[src/rtl/axi4_lite_pkg.sv]
// Shared types and constants for the AXI4-Lite read arbiter.
//   t_arb_state   : arbiter FSM state encoding
//   AXI_RESP_*    : R_RESP encodings
//   AXI_PROT_*    : AR_PROT values for instruction / data fetches
//   port_onehot() : requester index to one-hot grant vector
package axi4_lite_pkg;

  typedef enum logic [2:0] {
    IDLE  = 3'd0,
    START = 3'd1,
    ADDR  = 3'd2,
    DATA  = 3'd3,
    DONE  = 3'd4
  } t_arb_state;

  localparam logic [1:0] AXI_RESP_OKAY   = 2'b00;
  localparam logic [1:0] AXI_RESP_SLVERR = 2'b10;
  localparam logic [1:0] AXI_RESP_DECERR = 2'b11;

  localparam logic [2:0] AXI_PROT_INSTR = 3'b100;
  localparam logic [2:0] AXI_PROT_DATA  = 3'b000;

  function automatic logic [1:0] port_onehot(input logic port);
    return port ? 2'b10 : 2'b01;
  endfunction

endpackage

[src/rtl/rr_arbiter_2.sv]
// Two-way round-robin arbiter, purely combinational.
//   req_i        : request vector, bit 0 = port 0
//   last_grant_i : index of the port served most recently (held by the parent)
//   grant_o      : one-hot winner, 0 when nothing is requested
module rr_arbiter_2
  import axi4_lite_pkg::*;
(
  input  logic [1:0] req_i,
  input  logic       last_grant_i,
  output logic [1:0] grant_o
);

  always_comb begin
    grant_o = 2'b00;
    case (req_i)
      2'b01:   grant_o = 2'b01;
      2'b10:   grant_o = 2'b10;
      // On a tie the port that was not served last wins.
      2'b11:   grant_o = port_onehot(~last_grant_i);
      default: grant_o = 2'b00;
    endcase
  end

endmodule

[src/rtl/axi4_lite_read_arbiter.sv]
// Shares one AXI4-Lite read channel between the I-cache (port 0) and the D-cache (port 1).
// Ports:
//   clk_i, arst_i            : clock, asynchronous active-high reset
//   req_i, req_addr_i        : per-requester level request and address (sampled at grant)
//   grant_o                  : one-hot owner while a transaction is in flight
//   resp_valid_o/data/err    : one-cycle response pulse to the owner
//   start_read_o             : one-cycle pulse arming the read slave ahead of AR_VALID
//   AR_* / R_*               : AXI4-Lite read address and read data channels (master side)
// Every output is either a flop or a decode of the FSM state, so nothing on the inputs
// reaches an output combinationally. A slave that never answers holds the FSM forever.
module axi4_lite_read_arbiter
  import axi4_lite_pkg::*;
#(
  parameter int unsigned AXI_ADDR_WIDTH = 64,
  parameter int unsigned AXI_DATA_WIDTH = 32
) (
  input  logic                           clk_i,
  input  logic                           arst_i,
  input  logic [1:0]                     req_i,
  input  logic [1:0][AXI_ADDR_WIDTH-1:0] req_addr_i,
  output logic [1:0]                     grant_o,
  output logic [1:0]                     resp_valid_o,
  output logic [AXI_DATA_WIDTH-1:0]      resp_data_o,
  output logic                           resp_err_o,
  output logic                           start_read_o,
  output logic                           AR_VALID,
  output logic [AXI_ADDR_WIDTH-1:0]      AR_ADDR,
  output logic [2:0]                     AR_PROT,
  input  logic                           AR_READY,
  input  logic                           R_VALID,
  input  logic [AXI_DATA_WIDTH-1:0]      R_DATA,
  input  logic [1:0]                     R_RESP,
  output logic                           R_READY
);

  t_arb_state                state_q, state_d;
  logic                      owner_q, owner_d;
  logic                      last_grant_q, last_grant_d;
  logic [AXI_ADDR_WIDTH-1:0] addr_q, addr_d;
  logic [2:0]                prot_q, prot_d;
  logic [AXI_DATA_WIDTH-1:0] data_q, data_d;
  logic                      err_q, err_d;

  logic [1:0] arb_grant;

  rr_arbiter_2 u_rr_arbiter_2 (
    .req_i        (req_i),
    .last_grant_i (last_grant_q),
    .grant_o      (arb_grant)
  );

  always_comb begin
    state_d      = state_q;
    owner_d      = owner_q;
    last_grant_d = last_grant_q;
    addr_d       = addr_q;
    prot_d       = prot_q;
    data_d       = data_q;
    err_d        = err_q;

    case (state_q)
      IDLE: begin
        if (|req_i) begin
          owner_d = arb_grant[1];
          addr_d  = req_addr_i[arb_grant[1]];
          prot_d  = arb_grant[1] ? AXI_PROT_DATA : AXI_PROT_INSTR;
          state_d = START;
        end
      end
      START: state_d = ADDR;
      ADDR: begin
        if (AR_READY) state_d = DATA;
      end
      DATA: begin
        if (R_VALID) begin
          data_d  = R_DATA;
          // Error is R_RESP[1]: SLVERR and DECERR both flag, OKAY/EXOKAY do not.
          err_d   = (R_RESP == AXI_RESP_SLVERR) || (R_RESP == AXI_RESP_DECERR);
          state_d = DONE;
        end
      end
      DONE: begin
        last_grant_d = owner_q;
        state_d      = IDLE;
      end
      default: state_d = IDLE;
    endcase
  end

  always_ff @(posedge clk_i or posedge arst_i) begin
    if (arst_i) begin
      state_q      <= IDLE;
      owner_q      <= 1'b0;
      last_grant_q <= 1'b1;  // port 0 wins the first tie
      addr_q       <= '0;
      prot_q       <= '0;
      data_q       <= '0;
      err_q        <= 1'b0;
    end else begin
      state_q      <= state_d;
      owner_q      <= owner_d;
      last_grant_q <= last_grant_d;
      addr_q       <= addr_d;
      prot_q       <= prot_d;
      data_q       <= data_d;
      err_q        <= err_d;
    end
  end

  always_comb begin
    grant_o      = (state_q != IDLE) ? port_onehot(owner_q) : 2'b00;
    resp_valid_o = (state_q == DONE) ? port_onehot(owner_q) : 2'b00;
    resp_data_o  = data_q;
    resp_err_o   = err_q;
    start_read_o = (state_q == START);
    AR_VALID     = (state_q == ADDR);
    AR_ADDR      = addr_q;
    AR_PROT      = prot_q;
    R_READY      = (state_q == DATA);
  end

endmodule

[config.mk]
export PLATFORM = sky130hd
export DESIGN_NAME = axi4_lite_read_arbiter
export DESIGN_NICKNAME = d
export VERILOG_FILES = /design/src/rtl/axi4_lite_pkg.sv /design/src/rtl/rr_arbiter_2.sv /design/src/rtl/axi4_lite_read_arbiter.sv
export SDC_FILE = /design/constraint.sdc
export NUM_CORES = 1
export LEC_CHECK = 0
export ABC_CLOCK_PERIOD_IN_PS = 3760
export CAP_MARGIN = 10
export CORE_MARGIN = 2
export CORE_UTILIZATION = 39
export DETAILED_ROUTE_END_ITERATION = 6
export GPL_TIMING_DRIVEN = 0
export PLACE_DENSITY = 0.81
export SLEW_MARGIN = 10
export SYNTH_ARGS = -nofsm -noshare
export SYNTH_HDL_FRONTEND = slang
export SYNTH_HIERARCHICAL = 1
export SYNTH_SLANG_ARGS = --single-unit
export TNS_END_PERCENT = 20
[constraint.sdc]
create_clock -name clk_i -period 3.76 [get_ports clk_i]
set_input_delay 0.376 -clock clk_i [delete_from_list [all_inputs] [get_ports clk_i]]
set_output_delay 0.376 -clock clk_i [all_outputs]
set_load 0.01 [all_outputs]
==> metrics, run 1 <==
crit path cell chain=clkdlybuf4s50_1 -> a21boi_0 -> buf_2 -> buf_2 -> mux2_2 -> mux2_4; R2R setup slack=1.66 ns; outcome=completed; Hold WC Path Type=primary input to asynchronous set/reset pin; Worst Setup Path Type=primary input to register; Avg Cell Area, Syn=15.9 sq um; GRT overflow=0; Critical Path RT=3.97 ns; Final Hold Viols=0; row count=41; Routed WL per cell=16.6 microns; clk root buf=clkbuf_16; Final Skew=0.00766 ns; max-slew violation count=0; relative slew slack=60.2%; Clock Sinks=103; maximum number of pins on one net before global-route repair=58; DRC viols=0; Worst Setup Start Kind=primary input; Area Growth Syn to Fin=65.7%; leakage=3.39 nW; slowest CP cell=clkdlybuf4s50_1; # port buffers=271; io pins=275; Nets=763; CTS buffer count=9; fin crit share=61.9%; setup bufs post-CTS=0; synth warn=6; Peak VDD IR=0.000550 V; Total Routing Usage GR=18.7%; Final setup viols=0; cts repair resizes=0; clock latency on the worst-skew pair=0.34 ns; DRT Pass-1 Iters=4; worst-case clock buffer depth=2; layout cells sized above 1=33.3%; Die Footprint=13600 sq um; final hold slack=0.477 ns; # Max-Cap Violations=0; Cell Pwr Density=744 nW/um^2; mapped cell area=4930 sq um; chip width=116 microns; unrepaired setup endpoints after global routing=false; Worst Setup End Kind=register; Worst Path Arrival=2.54 ns; number of diodes=0; Crit Path Max Fanout=10; clk slew on worst S/H paths=0.07 ns; Post-DRT Antenna Nets=0; Max Fclk=430 MHz; worst-margin pin slew=0.597 ns; post-route minimum period=2.33 ns; core area=12500 sq um; CP max stage delay=0.52 ns; via count=3579; setup tns final=0 ns; wirelength, routed=12.8 mm; first-pass GRT wire length=19.6 mm; layout filler cell count=941; vias in the first global route=3959; Mapped Cells=311; Via density=4.64; Placer Congestion=0.748; DRT iter0 DRCs=82; Die Ht=116 microns; initial core utilization=39.6%; CTS tree=yes; H-tree depth=3; initial antenna violation count=0; post-detail-place hpwl=9.98 mm; cts-stage hold buffer count=0; crit-path most repeated cell=buf_2
## critical path: cells and delay by family
family | cells | cell delay, ns
AOI/OAI and AO/OA | 1 | 0.37
buffers and inverters | 3 | 1.15
muxes | 2 | 0.64
## registers in the layout, indices dropped and copies added, names as in the netlist
name	flops
AR_ADDR	64
AR_PROT	1
resp_data_o	32
resp_err_o	1
state_q	3
owner_q	1
last_grant_q	1
## through the flow
| step | setup slack [ns] | area (sq um) | utilization (%) | total power [mW] | std cells |
|---|---|---|---|---|---|
| after floorplan | 0.682 | 4940 | - | 3.62 | 312 |
| after global placement | -0.769 | 7860 | 63.1 | 5.16 | 755 |
| after detailed placement | 1.04 | 7890 | 63.3 | 5.25 | 756 |
| after CTS | 1.39 | 8170 | 65.5 | 6.16 | 772 |
| after global routing | 1.29 | 8170 | 65.5 | 6.43 | 772 |
| final | 1.43 | 8170 | 65.5 | 6.08 | 772 |
## power by group
group | switching [mW] | leakage, nW | total [mW] | internal (mW)
logic | 1.12 | 2.04 | 3.21 | 2.10
registers | 0.307 | 1.22 | 1.99 | 1.69
clock network | 0.404 | 0.132 | 0.870 | 0.467
## layout by cell type, fill, tap and decap left out, drive strengths merged, types with 2 or more instances in the layout
| master | n |
|---|---|
| mux2 | 162 |
| conb | 2 |
| buf | 19 |
| clkinv | 3 |
| and3 | 2 |
| nor3 | 3 |
| clkinvlp | 2 |
| clkbuf | 13 |
| and2b | 2 |
| dfrtp | 102 |
| nor2b | 2 |
| nor2 | 3 |
| clkdlybuf4s50 | 271 |
| inv | 3 |
## routing by layer
| metal | wire, microns | vias to the layer above | part of all wire [%] | global-route usage, % |
|---|---|---|---|---|
| met2 | 6430 | 166 | 50 | 33.5 |
| met1 | 4750 | 1720 | 37 | 20.2 |
| met5 | 0 | - | 0 | 0 |
| met4 | 323 | 0 | 2.5 | 7.38 |
| li1 | - | 1670 | - | - |
| met3 | 1320 | 23 | 10 | 6.85 |
## area by class of cell
class | count | area, sq um | area share [%]
clock inverters | 5 | 33.8 | 0.413
repair buffers | 272 | 2740 | 33.5
flip-flops and latches | 103 | 2580 | 31.6
well taps | 172 | 215 | 2.63
inverters | 3 | 13.8 | 0.168
clock buffers | 11 | 243 | 2.97
plain buffers | 20 | 204 | 2.50
multi-input cells | 186 | 2140 | 26.2
## final timing paths
check / startpoint / endpoint / depth (start not counted)
worst max-delay path: req_i[1] / AR_ADDR[25]$_DFFE_PP0P_ / 6
worst min register to register: resp_data_o[10]$_DFFE_PP0P_ / resp_data_o[10]$_DFFE_PP0P_ / 1
min in group clk_i: resp_data_o[10]$_DFFE_PP0P_ / resp_data_o[10]$_DFFE_PP0P_ / 1
worst min-delay path: arst_i / resp_data_o[17]$_DFFE_PP0P_ / 2
worst max register to register: last_grant_q$_DFFE_PP1N_ / AR_ADDR[25]$_DFFE_PP0P_ / 5
max in group asynchronous: arst_i / AR_ADDR[63]$_DFFE_PP0P_ / 3
(Power assumes the default switching activity.)
==> run 2: changes to the inputs <==
--- a/config.mk
+++ b/config.mk
@@ -5,7 +5,7 @@
 export SDC_FILE = /design/constraint.sdc
 export NUM_CORES = 1
 export LEC_CHECK = 0
-export ABC_CLOCK_PERIOD_IN_PS = 3760
+export ABC_CLOCK_PERIOD_IN_PS = 2300
 export CAP_MARGIN = 10
 export CORE_MARGIN = 2
 export CORE_UTILIZATION = 39
==> constraint.sdc (replaced) <==
create_clock -name clk_i -period 2.3 [get_ports clk_i]
set_input_delay 0.23 -clock clk_i [delete_from_list [all_inputs] [get_ports clk_i]]
set_output_delay 0.23 -clock clk_i [all_outputs]
set_load 0.01 [all_outputs]
==> run 2 against run 1 <==
Combinational power rose by 64%. Clock skew fell by 0.0010 ns. Non-clock buffer count rose by 1. Global-route usage rose by 0.26 points. Final cell count rose by 0.13%. Count of clock-buffer cells in the layout rose by 1. Register-to-register slack got worse by 1.4 ns. Sequential share of layout area fell by 0.31 points. Final area rose by 0.98%. Critical path depth did not move.
==> metrics, run 2 (same netlist as run 1, synthesis figures left out) <==
dpl cell area=7910 sq um (+0.17%); maximum number of pins on one net before global-route repair=40 (-31%); CTS buffer count=9 (unchanged); core area=12500 sq um (unchanged); Layout Cells excl Fill=773 (+0.13%); fin crit share=91.7%; clock latency on the worst-skew pair=0.34 ns (about the same); Cell Pwr Density=1240 nW/um^2 (+67%); final hold slack=0.377 ns (-0.0997 ns); Core Util, Final=66.2% (+0.64 points); Final Hold Viols=0 (unchanged); Worst Setup End Kind=register; via count=3576 (-0.084%); post-detail-place hpwl=10.5 mm (+5.7%); worst reg2reg startpoint=last_grant_q$_DFFE_PP1N_; R2R setup slack=0.29 ns (-1.37 ns); layout cells sized above 1=33.6% (+0.28 points); Worst Path Arrival=2.33 ns (-0.21 ns); outcome=completed; global route hottest layer=met2; Placed Instances=757 (+0.13%); Post-DRT Antenna Nets=0 (unchanged); reg2reg end=AR_ADDR[37]$_DFFE_PP0P_; Area Growth Syn to Fin=67.3%; worst-case clock buffer depth=2 (unchanged); setup bufs post-CTS=0 (unchanged); Final Cell Area=8250 sq um (+0.98%); # Max-Cap Violations=0 (unchanged); wirelength, routed=13.2 mm (+3.0%); setup tns final=0 ns (unchanged); grt met3 use=6.90% (+0.052 points); clk root buf=clkbuf_16; crit path cell chain=clkdlybuf4s50_1 -> a21boi_1 -> buf_2 -> buf_2 -> mux2_2 -> mux2_4; relative slew slack=49.2% (-11 points); Die Ht=116 microns (unchanged); layout filler cell count=969 (+3.0%); Worst R2R Path Depth=5 (unchanged); CTS tree=yes; Final setup viols=0 (unchanged); Total Routing Usage GR=19.0% (+0.26 points); initial antenna violation count=0 (unchanged); Worst Setup Start Kind=primary input; Die Footprint=13600 sq um (unchanged); Max Fclk=474 MHz; first-pass GRT wire length=19.7 mm (+0.46%); most frequent cells in the layout=clkdlybuf4s50_1 (271), mux2_2 (121), dfrtp_1 (102); Peak VDD IR=0.000721 V (+31%); Placer Congestion=0.750 (+0.32%); H-tree depth=3 (unchanged); crit-path most repeated cell=buf_2; # port buffers=271 (unchanged); DRC viols=0 (unchanged); io pins=275 (unchanged); GRT met2 Usage=34.1% (+0.62 points); Critical Path RT=2.52 ns (-1.45 ns); leakage=3.42 nW (+1.1%); final setup margin=0.192 ns (-1.24 ns); Crit Path Max Fanout=10 (unchanged); worst-margin pin slew=0.760 ns (+0.163 ns); DRT iter0 DRCs=97 (+18%); CP max stage delay=0.53 ns (about the same); initial core utilization=39.6% (unchanged); Final Skew=0.00665 ns (-0.00101 ns); number of diodes=0 (unchanged); Via density=4.63 (-0.21%); post-route minimum period=2.11 ns; clk slew on worst S/H paths=0.07 ns (about the same); Clock Sinks=103 (unchanged); final total power=10.2 mW (+68%); unrepaired setup endpoints after global routing=false; chip width=116 microns (unchanged); Worst Setup Path Type=primary input to register; Crit. Startpoint=req_i[1]; Hold WC Path Type=primary input to asynchronous set/reset pin; Nets=764 (+0.13%); GRT overflow=0 (unchanged); grt met1 use=20.6% (+0.37 points); Routed WL per cell=17.1 microns (+2.9%); max-slew violation count=0 (unchanged); number of flip-flops in the largest register=64 (unchanged); commonest non-fill, non-tap cell in the layout=clkdlybuf4s50_1; DRT Pass-1 Iters=4 (unchanged); post-place setup slack=-0.255 ns (-1.29 ns); slowest CP cell=clkdlybuf4s50_1; row count=41 (unchanged); vias in the first global route=3825 (-3.4%)
## run 2: cell count changes in the layout (fill, tap and decap cells not counted)
cell | previous run | this run
buf_12 | 5 | 7
clkbuf_1 | 3 | 2
a21boi_0 | 1 | 0
clkinv_2 | 2 | 0
buf_16 | 1 | 0
a21boi_1 | 0 | 1
clkbuf_8 | 1 | 3
inv_4 | 1 | 0
bufinv_16 | 0 | 2
## run 2: report_power, final
group          internal, mW  total, mW  switching [mW]
registers              2.76       3.28           0.516
clock network          1.04       1.69           0.649
logic                  3.43       5.25            1.83
## run 2: timing repair
| item | 4_1_cts | 5_1_grt |
|---|---|---|
| hold buffers | 0 | 0 |
| setup endpoints to repair | 0 | 38 |
| resized for setup | 0 | 1 |
## run 2: worst max-delay path by stage
stage | end | slack, ns | depth (start not counted)
floorplan | AR_ADDR[10]$_DFFE_PP0P_ | 0.55 | 5
global placement | AR_ADDR[37]$_DFFE_PP0P_ | -0.29 | 6
detailed placement | AR_ADDR[17]$_DFFE_PP0P_ | -0.25 | 6
CTS | AR_ADDR[37]$_DFFE_PP0P_ | 0.1 | 6
global route | AR_ADDR[37]$_DFFE_PP0P_ | 0.06 | 6
finish | AR_ADDR[37]$_DFFE_PP0P_ | 0.19 | 6
## run 2: metal layers
metal / wire, microns / vias up / share of wire, %
met2: 6810 / 162 / 52
li1: - / 1672 / -
met1: 4860 / 1725 / 37
met3: 1310 / 17 / 9.9
met4: 225 / 0 / 1.7
met5: 0 / - / 0
## run 2: layout make-up
class | count | area (sq um) | share of cell area (%)
timing repair buffer | 273 | 2750 | 33.4
clock inverter | 4 | 76.3 | 0.925
tap | 172 | 215 | 2.61
multi-input combinational | 186 | 2140 | 26.0
clock buffer | 12 | 267 | 3.23
buffer | 20 | 204 | 2.47
sequential | 103 | 2580 | 31.3
inverter | 3 | 15.0 | 0.182
## run 2: worst max-delay path: cells and delay by family
family | cells | cell delay [ns]
mux | 2 | 0.64
buf+inv | 3 | 1.16
compound gates | 1 | 0.29
==> RTL edit: new RTL, config.mk and constraints of run 2 <==
`addr_q` and `data_q` no longer have a reset.
--- a/src/rtl/axi4_lite_read_arbiter.sv
+++ b/src/rtl/axi4_lite_read_arbiter.sv
@@ -94,5 +94,3 @@
       last_grant_q <= 1'b1;  // port 0 wins the first tie
-      addr_q       <= '0;
       prot_q       <= '0;
-      data_q       <= '0;
       err_q        <= 1'b0;
@@ -102,7 +100,10 @@
       last_grant_q <= last_grant_d;
-      addr_q       <= addr_d;
       prot_q       <= prot_d;
-      data_q       <= data_d;
       err_q        <= err_d;
     end
+  end
+
+  always_ff @(posedge clk_i) begin
+    addr_q <= addr_d;
+    data_q <= data_d;
   end
Function: changed (a bounded check fails within 4 cycles, from zero or initial values and one cycle with arst_i high).
==> RTL edit against run 2 <==
Sequential cell count stayed put. Final area down 14%. Wire length down 17%. Area after synthesis down 18%. Cell count down 18%. Clock skew rose by 3.3 ps. Setup slack improved by 16 ps.
Power is not compared: it rests on default switching activity, and its combinational part moved more than twofold at a synthesized area within 25%.
==> RTL edit: results (changes against run 2) <==
=================================================================================
Status                                                                  completed
First-pass GRT wire length                                                16.2 mm   -17%
Register clock-pin slew on the reported worst setup and hold paths         100 ps   +30 ps
Metal-1 WL                                                                3.89 mm   -20%
Amount of wire on met3 after detailed routing                             1.04 mm   -21%
Maximum number of pins on one net before global-route repair                   67   +68%
Via count of the first global-routing pass                                   3011   -21%
Number of placed cells counting well taps                                     614   -19%
Met1 usage in global routing                                                19.9%   -0.66 points
Layout overhead on the synthesized area                                     75.4%
Placer congestion estimate                                                  0.788   +5.0%
Layout cells sized above 1                                                  16.2%   -17 points
Data arrival at the endpoint of the critical path                         1860 ps   -470 ps
Detail Placement HPWL                                                     8.66 mm   -18%
Final WL                                                                  11.0 mm   -17%
Iteration-0 DRC count of the detailed router                                   89   -8.2%
Highest cell delay on the worst timing path                                560 ps   +30 ps
Max-Slew Margin vs Limit                                                    37.4%   -12 points
Number of cells produced by synthesis                                         206   -34%
Filler cell count                                                             735   -24%
Net count reported at finish                                                  657   -14%
GRT Overall Usage                                                           19.4%   +0.38 points
Area post-placement                                                  0.00695 mm^2   -12%
Clock root buffer                                                        clkbuf_8
Average wire per standard cell                                            17.5 um   +2.3%
Global routing met2 resource utilization                                    35.1%   +1.0 points
Met3 usage                                                                  7.30%   +0.39 points
=================================================================================
-- RTL edit: report_power, final --
| group | leakage (nW) | switching (mW) | internal (mW) | total [mW] |
|---|---|---|---|---|
| clock | 0.0829 | 0.645 | 0.400 | 1.04 |
| sequential | 0.968 | 0.132 | 2.62 | 2.75 |
| combinational | 1.46 | 0.862 | 1.17 | 2.03 |
-- RTL edit: path summary, 6_finish.rpt --
check / endpoint / slack [ps] / cells after the start
max: resp_valid_o[1] / 210 / 4
min: state_q[2] / 80 / 2
max reg2reg: owner_q / 310 / 4
min reg2reg: resp_err_o / 510 / 1
max in group asynchronous: last_grant_q / 1930 / 2
min in group clk_i: resp_data_o[28] / 410 / 1
-- RTL edit: final cells by class --
cell class | instances | share of cell area, %
clock inverters | 6 | 0.650
well taps | 136 | 2.39
inverters | 2 | 0.105
repair buffers | 271 | 38.1
plain buffers | 11 | 1.11
flip-flops and latches | 103 | 42.9
clock buffers | 10 | 1.79
multi-input cells | 91 | 12.9
